$ cat src/rtl/axis_dac_fmt_pkg.sv
// Shared definitions for the axis_dac_fmt output conditioner.
//   CLIP_CNT_W : width of the clip counter
//   max_shamt  : largest effective shift for a given SCALE / SHIFT_W
//   sat_sel    : classifies a lane value against the signed output range
package axis_dac_fmt_pkg;

  localparam int CLIP_CNT_W = 16;

  function automatic int max_shamt(input int scale, input int shift_w);
    return scale + 2 * ((1 << shift_w) - 1);
  endfunction

  // Largest effective shift with the default SCALE=12, SHIFT_W=4.
  localparam int MAX_SHAMT = max_shamt(12, 4);

  typedef enum logic [1:0] {
    SAT_NONE = 2'd0,
    SAT_HI   = 2'd1,
    SAT_LO   = 2'd2
  } sat_sel_t;

  // Reports whether v lies above, below or inside the signed out_w-bit range.
  // The lane uses this both to pick a clamp value and to raise its clip flag,
  // so the flag is identical in saturate and wrap modes.
  function automatic sat_sel_t sat_sel(input logic signed [63:0] v, input int out_w);
    logic signed [63:0] hi;
    logic signed [63:0] lo;
    hi = (64'sd1 <<< (out_w - 1)) - 64'sd1;
    lo = -(64'sd1 <<< (out_w - 1));
    if (v > hi) return SAT_HI;
    if (v < lo) return SAT_LO;
    return SAT_NONE;
  endfunction

endpackage

$ cat src/rtl/axis_dac_fmt_lane.sv
// Combinational datapath for one lane.
//   Stage 1 : x, shamt, round_en -> s1_y (rounded arithmetic shift, IN_W+1 bits)
//   Stage 2 : s1_q, sat_en       -> s2_y (offset binary), s2_clip
// The two stages are independent; the registers between them live in the top.
module axis_dac_fmt_lane
  import axis_dac_fmt_pkg::*;
#(
  parameter int IN_W    = 32,
  parameter int OUT_W   = 8,
  parameter int SHAMT_W = 6
) (
  input  logic [IN_W-1:0]    x,
  input  logic [SHAMT_W-1:0] shamt,
  input  logic               round_en,
  output logic [IN_W:0]      s1_y,
  input  logic [IN_W:0]      s1_q,
  input  logic               sat_en,
  output logic [OUT_W-1:0]   s2_y,
  output logic               s2_clip
);

  localparam logic signed [IN_W:0] ONE = 1;

  logic signed [IN_W:0] ext;
  logic signed [IN_W:0] rnd;
  logic signed [IN_W:0] sum;

  // The extra bit gives headroom for the rounding add: with shamt <= IN_W the
  // half-LSB term is at most 2^(IN_W-1), so the sum cannot overflow.
  always_comb begin
    ext = {x[IN_W-1], x};
    rnd = '0;
    if (round_en && (shamt != '0)) rnd = ONE << (shamt - 1'b1);
    sum = ext + rnd;
    if (int'(shamt) > IN_W) s1_y = {(IN_W + 1){ext[IN_W]}};
    else                    s1_y = sum >>> shamt;
  end

  sat_sel_t         sel;
  logic [OUT_W-1:0] y;

  always_comb begin
    sel = sat_sel(64'($signed(s1_q)), OUT_W);
    y   = s1_q[OUT_W-1:0];
    if (sat_en && (sel == SAT_HI))      y = {1'b0, {(OUT_W - 1){1'b1}}};
    else if (sat_en && (sel == SAT_LO)) y = {1'b1, {(OUT_W - 1){1'b0}}};
    s2_clip = (sel != SAT_NONE);
    // MSB inversion turns two's complement into offset binary.
    s2_y = {~y[OUT_W-1], y[OUT_W-2:0]};
  end

endmodule

$ cat src/rtl/axis_dac_fmt.sv
// AXI-Stream conditioner between the FIR output and the DAC.
//   s00_axis_* : NUM_CH signed IN_W-bit samples per beat, tlast marks frame end
//   m00_axis_* : NUM_CH offset-binary OUT_W-bit samples, tlast forwarded
//   shift      : runtime shift, latched between frames (shamt = SCALE + 2*shift)
//   round_en   : round-half-up before shifting, sampled on input acceptance
//   sat_en     : saturate (1) or wrap (0), sampled when a beat enters stage 2
//   clip_clr   : synchronous clear of clip_count, wins over an increment
//   clip_count : saturating count of beats with at least one clipped lane
//
// Handshake: a beat moves across an interface on a clock edge where valid and
// ready are both high. Valid never depends on ready; once m00_axis_tvalid is
// high, data and tlast hold until the beat is taken. s00_axis_tready is
// combinational from m00_axis_tready so a full pipe still streams 1 beat/cycle.
module axis_dac_fmt
  import axis_dac_fmt_pkg::*;
#(
  parameter int IN_W    = 32,
  parameter int OUT_W   = 8,
  parameter int NUM_CH  = 1,
  parameter int SCALE   = 12,
  parameter int SHIFT_W = 4
) (
  input  logic                      s00_axis_aclk,
  input  logic                      s00_axis_aresetn,
  input  logic [NUM_CH*IN_W-1:0]    s00_axis_tdata,
  input  logic                      s00_axis_tvalid,
  input  logic                      s00_axis_tlast,
  output logic                      s00_axis_tready,
  output logic [NUM_CH*OUT_W-1:0]   m00_axis_tdata,
  output logic                      m00_axis_tvalid,
  output logic                      m00_axis_tlast,
  output logic [NUM_CH*OUT_W/8-1:0] m00_axis_tstrb,
  input  logic                      m00_axis_tready,
  input  logic [SHIFT_W-1:0]        shift,
  input  logic                      round_en,
  input  logic                      sat_en,
  input  logic                      clip_clr,
  output logic [CLIP_CNT_W-1:0]     clip_count
);

  localparam int MAX_SH  = max_shamt(SCALE, SHIFT_W);
  localparam int SHAMT_W = $clog2(MAX_SH + 1);
  localparam int S1_W    = IN_W + 1;

  logic                      v1_q, v1_d, last1_q, last1_d;
  logic [NUM_CH*S1_W-1:0]    s1_q, s1_d;
  logic                      v2_q, v2_d, last2_q, last2_d;
  logic [NUM_CH*OUT_W-1:0]   data2_q, data2_d;
  logic [CLIP_CNT_W-1:0]     clip_cnt_q, clip_cnt_d;
  logic                      in_frame_q, in_frame_d;
  logic [SHIFT_W-1:0]        shift_active_q, shift_active_d;

  logic [SHAMT_W-1:0]        shamt;
  logic [NUM_CH*S1_W-1:0]    s1_y;
  logic [NUM_CH*OUT_W-1:0]   s2_y;
  logic [NUM_CH-1:0]         clip;
  logic                      adv1, adv2, accept, load2;

  assign shamt = SHAMT_W'(SCALE) + SHAMT_W'({shift_active_q, 1'b0});

  for (genvar k = 0; k < NUM_CH; k++) begin : g_lane
    axis_dac_fmt_lane #(
      .IN_W    (IN_W),
      .OUT_W   (OUT_W),
      .SHAMT_W (SHAMT_W)
    ) u_lane (
      .x        (s00_axis_tdata[k*IN_W +: IN_W]),
      .shamt    (shamt),
      .round_en (round_en),
      .s1_y     (s1_y[k*S1_W +: S1_W]),
      .s1_q     (s1_q[k*S1_W +: S1_W]),
      .sat_en   (sat_en),
      .s2_y     (s2_y[k*OUT_W +: OUT_W]),
      .s2_clip  (clip[k])
    );
  end

  always_comb begin
    adv2   = !v2_q || m00_axis_tready;
    adv1   = !v1_q || adv2;
    accept = s00_axis_tvalid && adv1;
    load2  = adv2 && v1_q;

    v1_d           = v1_q;
    last1_d        = last1_q;
    s1_d           = s1_q;
    v2_d           = v2_q;
    last2_d        = last2_q;
    data2_d        = data2_q;
    clip_cnt_d     = clip_cnt_q;
    in_frame_d     = in_frame_q;
    shift_active_d = shift_active_q;

    if (accept) in_frame_d = !s00_axis_tlast;
    // Follow the control input whenever the next cycle is between frames, so
    // the first beat of a frame sees the latest value and the rest reuse it.
    if (!in_frame_d) shift_active_d = shift;

    if (adv1) begin
      v1_d = s00_axis_tvalid;
      if (s00_axis_tvalid) begin
        s1_d    = s1_y;
        last1_d = s00_axis_tlast;
      end
    end

    if (adv2) begin
      v2_d = v1_q;
      if (v1_q) begin
        data2_d = s2_y;
        last2_d = last1_q;
      end
    end

    if (clip_clr)                                  clip_cnt_d = '0;
    else if (load2 && (|clip) && (clip_cnt_q != '1)) clip_cnt_d = clip_cnt_q + 1'b1;
  end

  always_ff @(posedge s00_axis_aclk or negedge s00_axis_aresetn) begin
    if (!s00_axis_aresetn) begin
      v1_q           <= 1'b0;
      last1_q        <= 1'b0;
      s1_q           <= '0;
      v2_q           <= 1'b0;
      last2_q        <= 1'b0;
      data2_q        <= '0;
      clip_cnt_q     <= '0;
      in_frame_q     <= 1'b0;
      shift_active_q <= '0;
    end else begin
      v1_q           <= v1_d;
      last1_q        <= last1_d;
      s1_q           <= s1_d;
      v2_q           <= v2_d;
      last2_q        <= last2_d;
      data2_q        <= data2_d;
      clip_cnt_q     <= clip_cnt_d;
      in_frame_q     <= in_frame_d;
      shift_active_q <= shift_active_d;
    end
  end

  assign s00_axis_tready = adv1;
  assign m00_axis_tdata  = data2_q;
  assign m00_axis_tvalid = v2_q;
  assign m00_axis_tlast  = last2_q;
  assign m00_axis_tstrb  = '1;
  assign clip_count      = clip_cnt_q;

endmodule

$ cat config.mk
export PLATFORM = sky130hd
export DESIGN_NAME = axis_dac_fmt
export DESIGN_NICKNAME = d
export VERILOG_FILES = /design/src/rtl/axis_dac_fmt_pkg.sv /design/src/rtl/axis_dac_fmt_lane.sv /design/src/rtl/axis_dac_fmt.sv
export SDC_FILE = /design/constraint.sdc
export NUM_CORES = 1
export LEC_CHECK = 0
export CORE_UTILIZATION = 25
export DETAILED_ROUTE_END_ITERATION = 6
export GPL_TIMING_DRIVEN = 0
export HOLD_SLACK_MARGIN = 0.05
export SLEW_MARGIN = 10
export SYNTH_ARGS = -nofsm -noshare
export SYNTH_HDL_FRONTEND = slang
export SYNTH_HIERARCHICAL = 1
export SYNTH_SLANG_ARGS = --single-unit
$ cat constraint.sdc
create_clock -name s00_axis_aclk -period 7 [get_ports s00_axis_aclk]
set_clock_uncertainty 0.2 [all_clocks]
set_input_delay 1.4 -clock s00_axis_aclk [delete_from_list [all_inputs] [get_ports s00_axis_aclk]]
set_output_delay 1.4 -clock s00_axis_aclk [all_outputs]
set_load 0.03 [all_outputs]
==> impl_metrics.ini <==
[route]
wl_met2_um = 12330
ant_nets = 0
routed_wl_um = 26390
vias_per_cell = 5.524
num_vias = 7999
drt_iter0_drc = 816
drc = 0
dr.pass1.iters = 5
wirelength_met1_um = 11780
route.top_layer_used = met4
dr_wl_met3_um = 1430
wire_per_inst_um = 18.22

[global_route]
antenna_found_initial = 0
grt_max_degree = 59
grt_pass1_wl_um = 41880
grt_pass1_vias = 7705
grt_use_total_pct = 16.96
grt-ovfl-total = 0

[place]
gp_congestion = 0.9412
hpwl_um = 21050
portBuffers = 69
placed_area_sq_mm = 0.008853

[sta]
finalSetupViolCount = 0
maxSlewViolCount = 0
report.final.hold_viol_count = 0
slew_headroom_pct = 39.81
fin_crit_sh_pct = 94.58
rsz0062_at_grt = no
worst_slew_pin_slew_ns = 0.9029
setup_tns_ns = 0
layout_min_cycle_time_ns = 6.620
clock.fmax_mhz = 151.0

[clocking]
insertion_delay_ns = 0.33
cts.sinks = 66
cts_hold_buf = 0
ctsResizeCount = 0
path_clk_slew_ns = 0.05
cts_max_level = 3
cts.path.max_buffers = 2
cts_setup_buffers = 0
ctsRootBufferMaster = clkbuf_16
numCtsBuffers = 9
cts_tree = yes

[worst_setup_path]
r2r_end = s1_q[7]
reg2reg_from = shift_active_q[1]
cp.required_ns = 7.02
cp.arrival_ns = 6.64
cp-endpoint = s1_q[7]
cp-end-kind = flop
reg2reg_depth = 22
regToRegSetupSlack_ns = 0.38
critPathMaxFanout = 10
worst_setup_path_start_kind = flop
path_class = reg2reg
cp-startpoint = shift_active_q[1]

[layout]
drive_above_1_share_pct = 12.67
diodes = 0
syn_to_final_growth_pct = 19.58
nets = 1133
design_area_sq_mm = 0.009148

[synth]
synth_area_per_cell_sq_um = 7.862
synth_edf_count = 0
synth-seq-cells = 66
synth_seq_area_share_pct = 21.59
async_flop_share_pct = 100.0
yosysWarnings = 6
synth-main-ff-cell = dfrtp_1
yosys.cell_types.count = 84
synthCells = 973
syn_area_sq_mm = 0.007650
syn_nets = 1052

[floorplanning]
dieArea_sq_mm = 0.03130
rows = 63
pin_count = 72
die_w_um = 176.9
core_area_sq_mm = 0.02987
start_util_pct = 25.61
die_h_um = 176.9

[worst_hold_path]
hold_start = last1_q
min_path_type = reg2reg

[power]
internal_power_mw = 1.249
seq_power_share_pct = 26.8
comb_power_share_pct = 53.3
total_leakage_power_nw = 3.515
p_per_area_mw_per_mm2 = 242.5
clock_power_share_pct = 19.9
switching_share_pct = 43.70
irDropWorstVdd_uv = 117.0
power_switching_mw = 0.9694

[status]
status = completed

[run]
cap_violations = 0
## worst min path at each step
| stage | endpoint | slack (ns) | depth (start not counted) |
|---|---|---|---|
| 6_report | last1_q | 0.28 | 2 |
| 5_1_grt | last1_q | 0.31 | 2 |
| 4_1_cts | last1_q | 0.29 | 2 |
| 3_5_place_dp | last1_q | 0.28 | 2 |
| 3_3_place_gp | last1_q | 0.28 | 2 |
| 2_1_floorplan | last1_q | 0.25 | 2 |
## per-stage QoR
stage	setup WS, ns	power, mW	utilization [%]	hold slack, ns	std cells
CTS	0.5780	2.206	30.62	0.2897	1448
finish	0.3796	2.218	30.62	0.2819	1448
floorplan	1.895	1.366	-	0.2460	973
global placement	0.5507	1.738	29.55	0.2750	1432
global route	0.2093	2.355	30.62	0.3125	1448
detailed placement	0.6184	1.752	29.64	0.2768	1433
## layer usage
metal | vias to the layer above | track usage [%]
met2 | 307 | 28.59
met4 | 0 | 5.891
met3 | 43 | 1.718
met5 | - | 0
li1 | 3811 | -
met1 | 3838 | 22.39
## synthesized netlist by cell type, types with 3 or more instances
cell type	n	area (sq um)
nand2_1	115	431.7
nor2_1	112	420.4
dfrtp_1	66	1652
mux2_2	64	720.7
a21oi_1	58	290.3
o21ai_0	56	280.3
clkbuf_1	39	146.4
ha_1	34	425.4
mux2i_1	26	260.3
nand4_1	25	156.4
nand3_1	23	115.1
inv_1	20	75.07
xnor2_1	19	166.4
nor3_1	18	90.09
a211oi_1	16	120.1
nor4_1	16	100.1
o211ai_1	14	105.1
buf_2	13	65.06
nor2b_1	13	81.33
o31ai_1	13	97.59
xor2_1	12	105.1
a21o_1	11	82.58
o311ai_0	11	96.34
o221ai_1	10	87.58
nand2b_1	9	56.30
o21ai_1	9	45.04
a31oi_1	8	50.05
mux4_2	8	180.2
and2_1	7	43.79
o21a_1	7	52.55
or3_1	7	43.79
a211o_1	6	52.55
a22oi_1	6	45.04
o22ai_1	6	37.54
or4_1	6	45.04
a21boi_0	5	37.54
buf_1	5	18.77
or2_2	5	31.28
o211a_1	4	40.04
a2111oi_0	3	26.28
and3_1	3	18.77
buf_4	3	22.52
o311a_1	3	30.03
o41ai_1	3	26.28
## registers in the layout, indices dropped and copies added, names as in the netlist
| register | cells |
|---|---|
| m00_axis_tdata | 8 |
| in_frame_q | 1 |
| v1_q | 1 |
| m00_axis_tlast | 1 |
| clip_count | 16 |
| m00_axis_tvalid | 1 |
| s1_q | 33 |
| last1_q | 1 |
| shift_active_q | 4 |
## final cells by class
type	instances	area, sq um
inverter	20	75.07
tap	390	488.0
multi-input combinational	824	5649
sequential	66	1652
fill	3190	20730
clock inverter	5	55.05
buffer	63	274.0
clock buffer	10	239.0
timing repair buffer	70	715.7
## placed cells by master (no fill, tap or decap), types with 11 or more instances in the layout
cell	count
o31ai_1	13
dfrtp_1	66
nor2b_1	13
inv_1	20
xnor2_1	19
o211ai_1	14
a21oi_1	58
o311ai_0	11
a21o_1	11
nor2_1	112
clkbuf_1	39
nor3_1	18
nand2_1	115
nor4_1	16
nand4_1	25
clkdlybuf4s50_1	68
mux2_2	64
o21ai_0	56
buf_2	13
xor2_1	12
ha_1	34
a211oi_1	16
nand3_1	23
mux2i_1	26
## kinds of logic (layout without fill, tap and decap cells)
logic type / count (synthesis) / after routing / synth area share (%)
xor gates and xnor gates: 32 / 32 / 3.762
and+or+nand+nor: 371 / 371 / 22.82
muxes: 99 / 99 / 15.33
buffers and inverters: 83 / 168 / 4.563
adders and majority gates: 35 / 35 / 5.823
other: 2 / 2 / 0.09817
AOI/OAI and AO/OA: 285 / 285 / 26.02
DFF: 66 / 66 / 21.59
## power by group through the flow
stage          combinational, mW  sequential (mW)  clock, mW
2_1_floorplan              0.735            0.631          0
3_3_place_gp                1.14            0.594          0
3_5_place_dp                1.15            0.601          0
4_1_cts                     1.16            0.594      0.456
5_1_grt                     1.27            0.612      0.471
6_report                    1.18            0.594      0.441
## critical path, stage by stage, from the launching register on
cell and delay, ns:
dfrtp_1 0.39, inv_1 0.16, ha_1 0.25, inv_1 0.05
clkbuf_1 0.38, inv_1 0.11, clkbuf_1 0.29, nor2_1 0.41
nand3_1 0.31, nor2_1 0.18, ha_1 0.24, buf_2 0.18
nand2_1 0.14, o21ai_0 0.24, a22o_1 0.26, or3_1 0.36
xnor2_1 0.47, nor2_1 0.09, a211oi_1 0.31, a211oi_1 0.12
o311ai_0 0.62, o311ai_0 0.39, mux2_2 0.35
No activity file was read; power rests on OpenSTA's default activity.
==> patch 1, RTL diff (same flow settings) <==
`SCALE`: 12 -> 24. Comments in the files are not updated.
--- a/src/rtl/axis_dac_fmt.sv
+++ b/src/rtl/axis_dac_fmt.sv
@@ -19,3 +19,3 @@
   parameter int NUM_CH  = 1,
-  parameter int SCALE   = 12,
+  parameter int SCALE   = 24,
   parameter int SHIFT_W = 4
Function: changed (a bounded check fails within 4 cycles, from zero or initial values and one cycle with s00_axis_aresetn low).
==> patch 1 against the original RTL <==
- wire length increased by 0.70%
- core utilization is 0.27 points higher
- design area is 1.1% higher
- sequential cell count stayed put
- synthesized area up 0.41%
- total power is 7.0% lower
- non-clock buffer count decreased by 1
- setup slack better by 150 ps
==> patch 1: results (changes against the original RTL) <==
run_status:
  status: "complete, no violations"
grt:
  grt_pass1_wl_um: 42600  # +1.7%
  grt_usage_pct: 17.1  # +0.13 points
  grt_pass1_vias: 7808  # +1.3%
drt:
  wl_met1_um: 12000  # +1.6%
  wl_met2_um: 12500  # +1.4%
  drt-initial-drc-count: 767  # -6.0%
  via_per_inst: 5.55  # +0.54%
  routed_wirelength_um: 26600  # +0.70%
layout:
  fillers: 3226  # +1.1%
  multi_input_area_um2: 5690  # +0.73%
  nonClkBufAreaFrac_pct: 10.7  # -0.15 points
  n_all_inverters: 18  # -10%
  nMultiInputCombCells: 820  # -0.49%
  clockNetworkAreaShare_pct: 3.96  # +0.75 points
worst_setup_path:
  rr_startpoint: "shift_active_q[2]$_DFFE_PN0N_"
  r2r-end: "s1_q[2]$_DFFE_PN0P_"
  worst_r2r_path_depth: 21  # -4.5%
min_path:
  min_to: "m00_axis_tlast$_DFFE_PN0P_"
  hold_path_depth: 1  # -1
power_and_ir_drop:
  p_leak_nw: 3.56  # +1.4%
  powerSeq_mw: 0.566  # -4.7%
  power_switching_mw: 0.813  # -16%
  p_clk_mw: 0.550  # +25%
placement:
  dp_hpwl_um: 21000  # -0.26%
  post-place-ws_ps: 650  # +31.7 ps
  post_dp_cell_area_um2: 8880  # +0.35%
  place_inst: 1426  # -0.49%
synth:
  yosys.area_share.adder_pct: 5.80  # -0.024 points
  synthCells: 966  # -0.72%
  synth_area_leaders: "dfrtp_1, mux2_2, ha_1"
  avgSynthCellArea_um2: 7.95  # +1.1%
  synth.net_count: 1045  # -0.67%
  synth.area.mux_share_pct: 15.1  # -0.26 points
  synth.cells.most_frequent: "nand2_1, nor2_1, dfrtp_1, a21oi_1, mux2_2"
  synth_compound_gate_area_share_pct: 26.4  # +0.38 points
sta:
  whs_ps: 304  # +21.9 ps
==> patch 1: worst register-to-register path, stage by stage, from the launching register on <==
cell and delay [ps]:
dfrtp_1 340, inv_1 50, ha_1 280, inv_1 60, clkbuf_1 340, or2_2 190, clkbuf_1 250, nor2_1 200
nand2_1 190, nor2_1 110, fa_1 490, a211oi_1 390, o21ai_0 260, a211oi_1 610, o21a_1 380, a21o_1 240
mux2_2 370, a221oi_2 530, o21ai_1 120, a211o_1 320, o22ai_1 290, mux2_2 220
==> patch 1: logic make-up after synthesis <==
group	count (synthesis)
compound gates	292
xor+xnor	31
fa+ha+maj	35
buf+inv	80
flops	66
mux	97
other cells	2
simple gates	363
==> patch 1: per-layer routing <==
| layer | global-route usage [%] | vias up |
|---|---|---|
| met2 | 28.6 | 319 |
| li1 | - | 3805 |
| met3 | 1.55 | 54 |
| met1 | 22.7 | 3831 |
| met4 | 6.23 | 0 |
| met5 | 0 | - |
==> patch 2, RTL diff (config.mk and constraints unchanged) <==
Without the edit above. Register the output `clip_count` once more, with the module's reset; this adds one clock of latency there. The other outputs are not delayed to match.
--- a/src/rtl/axis_dac_fmt.sv
+++ b/src/rtl/axis_dac_fmt.sv
@@ -147,3 +147,9 @@
   assign m00_axis_tstrb  = '1;
-  assign clip_count      = clip_cnt_q;
+  always_ff @(posedge s00_axis_aclk or negedge s00_axis_aresetn) begin
+    if (!s00_axis_aresetn) begin
+      clip_count <= '0;
+    end else begin
+      clip_count <= clip_cnt_q;
+    end
+  end
 
Check against the original RTL: not equivalent (a bounded check fails within 4 cycles, from zero or initial values and one cycle with s00_axis_aresetn low).
==> patch 2 against the original RTL <==
- total power rose by 6.4%
- design area is 5.0% higher
- critical endpoint is now s1_q[8]$_DFFE_PN0P_
- cell count up 2.0%
- sequential cell count rose by 16
- wire length shrank 0.75%
- setup slack worse by 16 ps
- largest power group unchanged
- synthesized area is 5.4% higher
- die area is 5.4% higher
==> patch 2: results (changes against the original RTL) <==
run_status:
  status: "complete, no violations"
drt:
  vias: 8035  # +0.45%
  ant_nets: 0  # unchanged
  drtPass1Iterations: 5  # unchanged
  wl_per_cell_um: 17.7  # -2.7%
  drt-initial-drc-count: 656  # -20%
grt:
  grt_pass1_vias: 7720  # +0.19%
  grt_start_max_net_pins: 60  # +1.7%
  grt_usage_pct: 16.0  # -0.98 points
  grt_pass1_wl_um: 42500  # +1.4%
  antenna_found_initial: 0  # unchanged
synth:
  synth.net_count: 1069  # +1.6%
  ys.flop_type: "dfrtp_1"
  ys_types: 84  # unchanged
  yosysWarnings: 6  # unchanged
  synth.cells.most_frequent: "nand2_1, nor2_1, dfrtp_1, mux2_2, a21oi_1"
  synth_area_leaders: "dfrtp_1, mux2_2, ha_1"
  ys_seq_area_share_pct: 25.4  # +3.9 points
  synthArstFlopShare_pct: 100  # unchanged
clock_network:
  cts_buffers: 9  # unchanged
  clk_latency_ps: 330  # about the same
  cts_root_buffer: "clkbuf_16"
  cts_setup_buffers: 0  # unchanged
  clkTransAtPathRegs_ps: 60
  h-tree-depth: 3  # unchanged
  cts_buffer_depth: 2  # unchanged
sta:
  whs_ps: 232  # -50.2 ps
  max_slew_margin_pct: 46.0  # +6.1 points
  max_freq_mhz: 151  # -0.25%
  final_hold_viol_count: 0  # unchanged
placement:
  post-place-ws_ps: 591  # -27.6 ps
  gp_congestion: 0.913  # -3.0%
  port_buffers: 69  # unchanged
  dp_hpwl_um: 20700  # -1.4%
min_path:
  hold_class: "reg2reg"
  hold_start: "clip_cnt_q[1]$_DFFE_PN0P_"
layout:
  fillers: 3355  # +5.2%
  top_regs: "s1_q x33, clip_cnt_q x16, clip_count x16"
  antenna_cells: 0  # unchanged
  nNetsFinal: 1150  # +1.5%
  final_layout_size_suffix_gt1_share_pct: 12.7  # +0.079 points
worst_setup_path:
  cp.arrival_ps: 6710  # +70 ps
  max_stage_delay_ps: 530  # -90 ps
  crit_path_start: "shift_active_q[1]$_DFFE_PN0N_"
  crit_family: "compound AO/OA/AOI/OAI gates"
  path_max_fanout: 10  # unchanged
  r2r_slack_ps: 360  # -20 ps
  cp_slowest_cell: "a211oi_1"
power_and_ir_drop:
  p_leak_nw: 3.77  # +7.3%
  power_switching_mw: 0.980  # +1.1%
  irDropWorstVdd_v: 0.000121  # +3.7%
patch 2: power by group through the flow:
stage | Sequential (mW) | Clock, mW | Combinational (mW)
2_1_floorplan | 0.728 | 0 | 0.734
3_3_place_gp | 0.695 | 0 | 1.13
6_report | 0.693 | 0.497 | 1.17
4_1_cts | 0.693 | 0.509 | 1.14
5_1_grt | 0.715 | 0.532 | 1.27
3_5_place_dp | 0.701 | 0 | 1.13
patch 2: metrics by stage:
| step | area (um2) | cells |
|---|---|---|
| final | 9600 | 1477 |
| after global routing | 9600 | 1477 |
| after CTS | 9600 | 1477 |
| after detailed placement | 9280 | 1462 |
| after global placement | 9260 | 1461 |
| after floorplan | 8060 | 990 |
patch 2: worst paths after layout:
path,to,cells past startpoint
worst min-delay path,clip_count[1]$_DFF_PN0_,0
max in group asynchronous,clip_cnt_q[0]$_DFFE_PN0P_,2
worst max-delay path,s1_q[8]$_DFFE_PN0P_,21
worst max register to register,s1_q[8]$_DFFE_PN0P_,21
min in group asynchronous,clip_count[3]$_DFF_PN0_,1
worst min register to register,clip_count[1]$_DFF_PN0_,0
patch 2: final cells by class:
class	instances	area, um2	area share, %
clock inverters	5	78.8	0.821
clock buffers	10	239	2.49
multi-input cells	825	5660	58.9
inverters	20	75.1	0.782
repair buffers	70	716	7.45
well taps	402	503	5.24
flip-flops and latches	82	2050	21.4
plain buffers	63	282	2.93
patch 2: metal layers:
metal	up-vias	share of wire (%)	global-route usage [%]
met5	-	0	0
met4	0	2.7	5.22
met3	44	5.1	1.60
met2	293	45	25.8
met1	3820	47	22.2
li1	3878	-	-
patch 2: cell families after synthesis:
family / Yosys count / synth area share [%]
AOI/OAI and AO/OA: 283 / 24.4
muxes: 100 / 14.7
and+or+nand+nor: 373 / 21.9
adders and majority gates: 35 / 5.52
DFF: 82 / 25.4
xor gates and xnor gates: 32 / 3.57
other: 2 / 0.0931
buffers and inverters: 83 / 4.42
patch 2: repair_timing:
item | CTS | global route
hold buffers | 0 | 0
setup endpoints to repair | 0 | 2
resized for setup | 0 | 1
hold endpoints to repair | 0 | 0
